==> src/rtl/beam_combiner_ctrl.sv <==
// Four-channel beam combiner sequencer: lockstep input alignment,
// output-FIFO credit gating, frame tracking and double-buffered weights.
module beam_combiner_ctrl #(
  parameter int NUM_CH          = 4,
  parameter int WEIGHT_WIDTH    = 8,
  parameter int CREDITS         = 8,
  parameter int FRAME_CNT_WIDTH = 16
) (
  input  logic                                 clock,
  input  logic                                 reset,
  input  logic [NUM_CH-1:0]                    ch_enable,
  input  logic [NUM_CH-1:0]                    s_tvalid,
  input  logic [NUM_CH-1:0]                    s_tlast,
  output logic [NUM_CH-1:0]                    s_tready,
  output logic                                 dp_fire,
  output logic                                 dp_last,
  input  logic                                 fifo_pop,
  input  logic                                 cfg_wr,
  input  logic [$clog2(2*NUM_CH)-1:0]          cfg_addr,
  input  logic [WEIGHT_WIDTH-1:0]              cfg_data,
  input  logic                                 cfg_commit,
  output logic [2*NUM_CH*WEIGHT_WIDTH-1:0]     weights_active,
  output logic                                 commit_pending,
  output logic [NUM_CH-1:0]                    active_mask,
  output logic [$clog2(CREDITS+1)-1:0]         credits,
  output logic [FRAME_CNT_WIDTH-1:0]           frame_count,
  output logic                                 err_last_misalign,
  input  logic                                 err_clear,
  output logic [1:0]                           state
);

  localparam int AW = $clog2(2*NUM_CH);
  localparam int CW = $clog2(CREDITS+1);

  localparam logic [1:0] IDLE   = 2'd0;
  localparam logic [1:0] STREAM = 2'd1;
  localparam logic [1:0] SWAP   = 2'd2;

  localparam logic [AW:0]   NUM_W    = (AW+1)'(2*NUM_CH);
  localparam logic [CW-1:0] CRED_MAX = CW'(CREDITS);

  logic [NUM_CH-1:0] valid_act;
  logic [NUM_CH-1:0] last_act;
  logic              fire;
  logic              last_any;
  logic              last_all;
  logic              misalign;
  logic              boundary;
  logic              in_frame;

  logic [2*NUM_CH-1:0][WEIGHT_WIDTH-1:0] shadow_w;
  logic [2*NUM_CH-1:0][WEIGHT_WIDTH-1:0] active_w;

  assign valid_act = s_tvalid & active_mask;
  assign last_act  = s_tlast & active_mask;

  assign fire = (state == STREAM)
             && (active_mask != '0)
             && (valid_act == active_mask)
             && (credits != '0);

  assign last_any = |last_act;
  assign last_all = (last_act == active_mask);
  assign misalign = last_any && !last_all;

  assign s_tready = active_mask & {NUM_CH{fire}};
  assign dp_fire  = fire;
  assign dp_last  = fire && last_any;

  // A boundary is either the closing beat or an idle gap between frames
  assign boundary = dp_last || (!in_frame && !fire);

  assign weights_active = active_w;

  always_ff @(posedge clock) begin
    if (reset) begin
      credits           <= CRED_MAX;
      frame_count       <= '0;
      in_frame          <= 1'b0;
      err_last_misalign <= 1'b0;
      shadow_w          <= '0;
    end else begin
      if (fire && !fifo_pop) begin
        credits <= credits - CW'(1);
      end else if (fifo_pop && !fire && (credits < CRED_MAX)) begin
        credits <= credits + CW'(1);
      end

      if (dp_last) begin
        frame_count <= frame_count + FRAME_CNT_WIDTH'(1);
      end

      if (fire) begin
        in_frame <= !last_any;
      end

      if (fire && misalign) begin
        err_last_misalign <= 1'b1;
      end else if (err_clear) begin
        err_last_misalign <= 1'b0;
      end

      if (cfg_wr && ({1'b0, cfg_addr} < NUM_W)) begin
        shadow_w[cfg_addr] <= cfg_data;
      end
    end
  end

  always_ff @(posedge clock) begin
    if (reset) begin
      state          <= IDLE;
      active_mask    <= '0;
      active_w       <= '0;
      commit_pending <= 1'b0;
    end else begin
      // The swap cycle consumes the pending request; a new one re-arms it
      if (state == SWAP) begin
        commit_pending <= cfg_commit;
      end else if (cfg_commit) begin
        commit_pending <= 1'b1;
      end

      unique case (state)
        IDLE: begin
          if (commit_pending) begin
            state <= SWAP;
          end else if (ch_enable != '0) begin
            active_mask <= ch_enable;
            state       <= STREAM;
          end
        end
        STREAM: begin
          if (boundary) begin
            if (commit_pending) begin
              state <= SWAP;
            end else if (ch_enable == '0) begin
              state <= IDLE;
            end else begin
              active_mask <= ch_enable;
            end
          end
        end
        SWAP: begin
          active_w <= shadow_w;
          if (ch_enable != '0) begin
            active_mask <= ch_enable;
            state       <= STREAM;
          end else begin
            state <= IDLE;
          end
        end
        default: state <= IDLE;
      endcase
    end
  end

endmodule

==> config.mk <==
export PLATFORM = sky130hd
export DESIGN_NAME = beam_combiner_ctrl
export DESIGN_NICKNAME = d
export VERILOG_FILES = /design/src/rtl/beam_combiner_ctrl.sv
export SDC_FILE = /design/constraint.sdc
export NUM_CORES = 1
export LEC_CHECK = 0
export BUFFER_PORTS_ARGS = -buffer_cell sky130_fd_sc_hd__buf_2
export CORE_MARGIN = 3
export CORE_UTILIZATION = 40
export CTS_BUF_LIST = sky130_fd_sc_hd__clkbuf_16
export CTS_CLUSTER_DIAMETER = 80
export DETAILED_ROUTE_END_ITERATION = 12
export GPL_ROUTABILITY_DRIVEN = 1
export SKIP_LAST_GASP = 1
export SLEW_MARGIN = 30
export SYNTH_ARGS = -nofsm -noshare
export SYNTH_HDL_FRONTEND = slang
export SYNTH_SLANG_ARGS = --single-unit
export TNS_END_PERCENT = 10
==> constraint.sdc <==
create_clock -name clock -period 2.47 [get_ports clock]
set_clock_uncertainty 0.1 [all_clocks]
set_input_delay 0.1235 -clock clock [delete_from_list [all_inputs] [get_ports clock]]
set_output_delay 0.1235 -clock clock [all_outputs]
set_load 0.02 [all_outputs]
## Word-level counts from Yosys, hierarchy flattened

Cells that the tools add are included.

- Memories: 0
- Flip-flop bits (word level): 157
- Output and inout bits: 98
- Memory bits (writable): 0
- Logic and storage cells: 93
- Latch bits: 0
- Memory bits (read-only): 0

- Divide/modulo/power cells: 0
- Magnitude comparators: 3
- Multipliers: 0
- Mux-type cells: 22
- Add/subtract/negate cells: 3
- Equal/unequal tests: 10
- Bitwise logic cells: 3
- Reduce and logical (&&, ||, !) cells: 29
- Shifts and indexed selects: 0

Operators by type and width:

| cell | count |
|---|---|
| 64-bit bitwise mux | 1 |
| 4-bit 2-to-1 mux | 7 |
| 8-bit demux with 3-bit select | 1 |
| 16-bit by 1-bit adder with 16-bit output (second input constant) | 1 |
| 4-bit AND | 3 |
| 4-bit one-hot mux with 3 select lines | 1 |
| 4-bit nonzero test | 3 |
| 1-bit logical AND | 11 |
| 2-bit 2-to-1 mux | 5 |
| 4-bit equality test | 2 |
| 8-bit 2-to-1 mux | 1 |
| 2-bit inequality test (second input constant) | 4 |
| 2-bit one-hot mux with 3 select lines | 1 |
| 2-bit nonzero test | 3 |
| 1-bit logical NOT | 5 |
| 1-bit 2-to-1 mux | 5 |
| 5-bit AND reduction | 1 |
| 4-bit by 1-bit adder with 4-bit output (second input constant) | 1 |
| 4-bit logical NOT | 1 |
| 3-bit by 4-bit less-than comparator with 1-bit output (second input constant) | 1 |
| 4-bit less-than comparator (second input constant) | 1 |
| 4-bit OR reduction | 1 |
| 4-bit by 1-bit subtractor with 4-bit output (second input constant) | 1 |
| 3-bit by 1-bit greater-or-equal comparator with 1-bit output (second input constant) | 1 |
| 8 further kinds | 8 |

## Logic depth before layout (Yosys ltp)

- Word-level depth: 9
- Gate-level depth with buffers: 11
- Depth with buffers taken out: 10

## Worst setup path before layout

Ideal clock, no wire load.

- Kind: register to register
- From: register credits[1]
- To: register credits[2]
- Data required time: 2.249 ns
- Buffers on the path: 0
- Cell stages (with the launch flop): 10
- Period minus slack after synthesis: 2.483 ns
- Library setup time: 0.121 ns
- Arrival time: 2.263 ns
- Setup slack: -0.013 ns
- Path through: dfxtp_1 nor4_1 nor4_4 nand2_1 nor2_1 xor2_1 ha_1 nor3_1 a21oi_1 mux2_2

- Longest elaborated chain between the ends: 6

RTL lines:

| element | RTL line | source |
|---|---|---|
| from (decl) | 25 | `output logic [$clog2(CREDITS+1)-1:0] credits,` |
| from (signal assigned) | 84 | `credits <= credits - CW'(1);` |
| from (signal assigned) | 86 | `credits <= credits + CW'(1);` |
| parallel branches: the longest is 6 deep, another holds 4-bit by 1-bit adder with 4-bit output | - |  |

Several ways; the timed one is not identified. The select of a mux whose other input is x is not followed.
A chain may end at the register's enable or synchronous reset.

## Worst setup path in the final report

Same ends and word-level chain as after synthesis.

==> out/summary.txt <==
CTS root buffer - clkbuf_16
Clock sink total - 157
Synthesis Warnings - 0
Clk Latency, worst-skew pair - 0.43 ns
Die Wd - 128.8 um
Most frequent cell after synthesis - nand2_1
Core region area - 14640 sq um
Avg Vias per Cell - 5.094
Site Rows - 44
Initial antenna violation count - 0
Synth area leader - dfxtp_1
Post-synth top cells - nand2_1 (268), dfxtp_1 (157), a21oi_1 (143)
Final worst slack - 0.2253 ns
Dominant cells by area after synthesis - dfxtp_1 (52%), nand2_1 (17%), a21oi_1 (12%)
Post-synthesis net count - 796
Total power - 0.005603 W
Final max-slew violation count - 0
Crit Path Max Fanout - 8
DP HPWL - 10070 um
Kind of critical path - flip-flop to flip-flop
Async SR Flop Fraction - 0%
Crit path cell chain - nor4_1 > nor4_4 > nand2_1 > nor2_1 > xor2_1 > ha_1 > nand3b_1 > a31oi_1 > a21oi_1 > mux2_2
IO buf count - 126
Layout area overhead - 25.53%
Tcrit/Tclk final - 90.88%
Nets - 924
Vias post-DR - 5553
Synthesized area - 6033 sq um
DIE AREA - 16590 sq um
Hold Fails Final Rpt - 0
Peak VDD IR - 0.4512 mV
Sequential-to-total area share from yosys stat - 52.09%
Wire per inst - 14.32 um
Min-Delay Path Class - primary input to flip-flop
Hold endpoint - credits[3]
TritonCTS buffer count - 17
TNS Setup - 0 ns
Slew @ Worst Pin - 0.6914 ns
1st-iter DRT viols - 327
Minimum clock period - 2.245 ns
Die height - 128.8 um
Ys flop type - dfxtp_1
Flop-to-flop setup slack - 0.23 ns
Synth Register Bits - 157
Pin count of the biggest net entering global routing - 67
CTS tree - built
Worst setup EP type - flip-flop
Hold Crit Start - fifo_pop
Share of cells above drive strength 1 - 20.09%
RSZ-0062 raised after global routing - false
Design area - 7574 sq um
Distinct cell type count after synthesis - 43
Worst slew margin - 53.91%
Slowest-stage cell, CP - nor4_1
RePlAce Congestion - 0.8268
# Max-Cap Violations - 0
Ant. Diodes - 0
Drt drc - 0
P_leak - 2.987 nW
Cell area power density - 739.8 nW/um^2
Post-synth EDFFs - 0
Syn Inst Count - 765
Status - finished, final reports clean
Pre-CTS WS - 0.2240 ns
Worst path arrival time - 2.46 ns
Max clock buf depth - 2
Clock-pin slew on the worst setup and hold paths - 0.06 ns
WHS Path Cells - 3
Worst path max stage delay - 0.46 ns
Io pins - 127
Routed WL - 15610 um
FF-to-FF End - credits[2]
Antenna viol nets, final - 0
# Post-CTS Setup Buffers - 0
Placed inst area - 6877 sq um
Vias in the first global route - 4955
First-pass GRT wire length - 24880 um
GRT Total Usage - 18.70%
CP Data Required Time - 2.68 ns
Initial Util - 41.20%
Fmax - 445.5 MHz
Final setup fails - 0
R2R depth - 10
Cell family with most CP delay - simple AND/OR/NAND/NOR gates
Crit start category - flip-flop
Htree depth - 4
RR Startpoint - credits[1]
Avg Cell Area, Syn - 7.887 sq um
Worst Path Buf+Inv - 0
Final Util - 51.72%
Area share of the largest cell type after synthesis - 52.09%
Drt pass-1 iters - 4
Overflow after GRT - 0
placed cells by master, fill, tap and decap left out, types with 8 or more instances in the layout:
cell,n
a21oi_1,143
buf_2,125
buf_4,13
clkbuf_16,17
dfxtp_1,156
dlygate4sd3_1,14
inv_1,12
nand2_1,267
nand2b_1,16
nand3_1,10
nor2_1,23
nor2b_1,8
how the worst max path moves through the flow:
| stage | slack, ns | startpoint | to | cells after the start |
|---|---|---|---|---|
| after floorplan | 0.03 | credits[0] | credits[2] | 9 |
| after global placement | 0.25 | credits[1] | credits[2] | 10 |
| after detailed placement | 0.22 | active_mask[3] | frame_count[14] | 7 |
| after CTS | 0.18 | active_mask[3] | dp_last | 7 |
| after global routing | 0.03 | active_mask[3] | credits[2] | 11 |
| final | 0.23 | credits[1] | credits[2] | 10 |
worst register-to-register path: stages, from the launching register on:
cell and delay (ns):
dfxtp_2 0.36, nor4_1 0.46, nor4_4 0.10, nand2_1 0.11, nor2_1 0.06, xor2_1 0.14, ha_1 0.20, nand3b_1 0.09
a31oi_1 0.04, a21oi_1 0.14, mux2_2 0.34
state kept, by name (all words and copies together) (netlist names):
name and cells:
commit_pending 1, in_frame 1, credits 4, active_mask 4
err_last_misalign 1, weights_active 64, frame_count 16, shadow_w 64
state 2
cells by family after synthesis:
family	Yosys count	synth area share, %
fa+ha+maj	2	0.4147
xor+xnor	4	0.5808
compound gates	171	15.33
mux	11	1.908
buf+inv	58	3.753
flops	157	52.09
simple gates	362	25.92
what timing repair did:
item | CTS | global route
hold endpoints to repair | 70 | 0
hold buffers | 14 | 0
setup endpoints to repair | 0 | 5
gates resized for setup | 0 | 1
routing by layer:
metal / GRT usage [%] / part of all wire [%]
met4: 6.485 / 1.2
met1: 24.98 / 46
met2: 29.57 / 47
met5: 0 / 0
met3: 4.649 / 6.1
power breakdown:
group	switching, W	leakage [nW]	internal [W]
Sequential	0.0000454	1.27	0.00259
Clock	0.00106	0.270	0.00138
Combinational	0.000338	1.45	0.000194
Total	0.00144	2.99	0.00416
cell type report:
class                           instances  area, sq um
Tap cell                              184        230.2
Clock buffer                           17        425.4
Inverter                               12        45.04
Sequential cell                       157         3144
Multi-Input combinational cell        550         2681
Timing Repair Buffer                  155        923.4
Fill cell                            1485         7071
Clock inverter                         15        123.9
per-stage QoR:
| step | hold slack [ns] | cells |
|---|---|---|
| 6_report | 0.05489 | 1090 |
| 3_5_place_dp | 0.2421 | 1044 |
| 4_1_cts | 0.03737 | 1090 |
| 2_1_floorplan | 0.1409 | 765 |
| 3_3_place_gp | 0.2347 | 1044 |
| 5_1_grt | 0.08030 | 1090 |
Power figures use the tool's default switching activity.
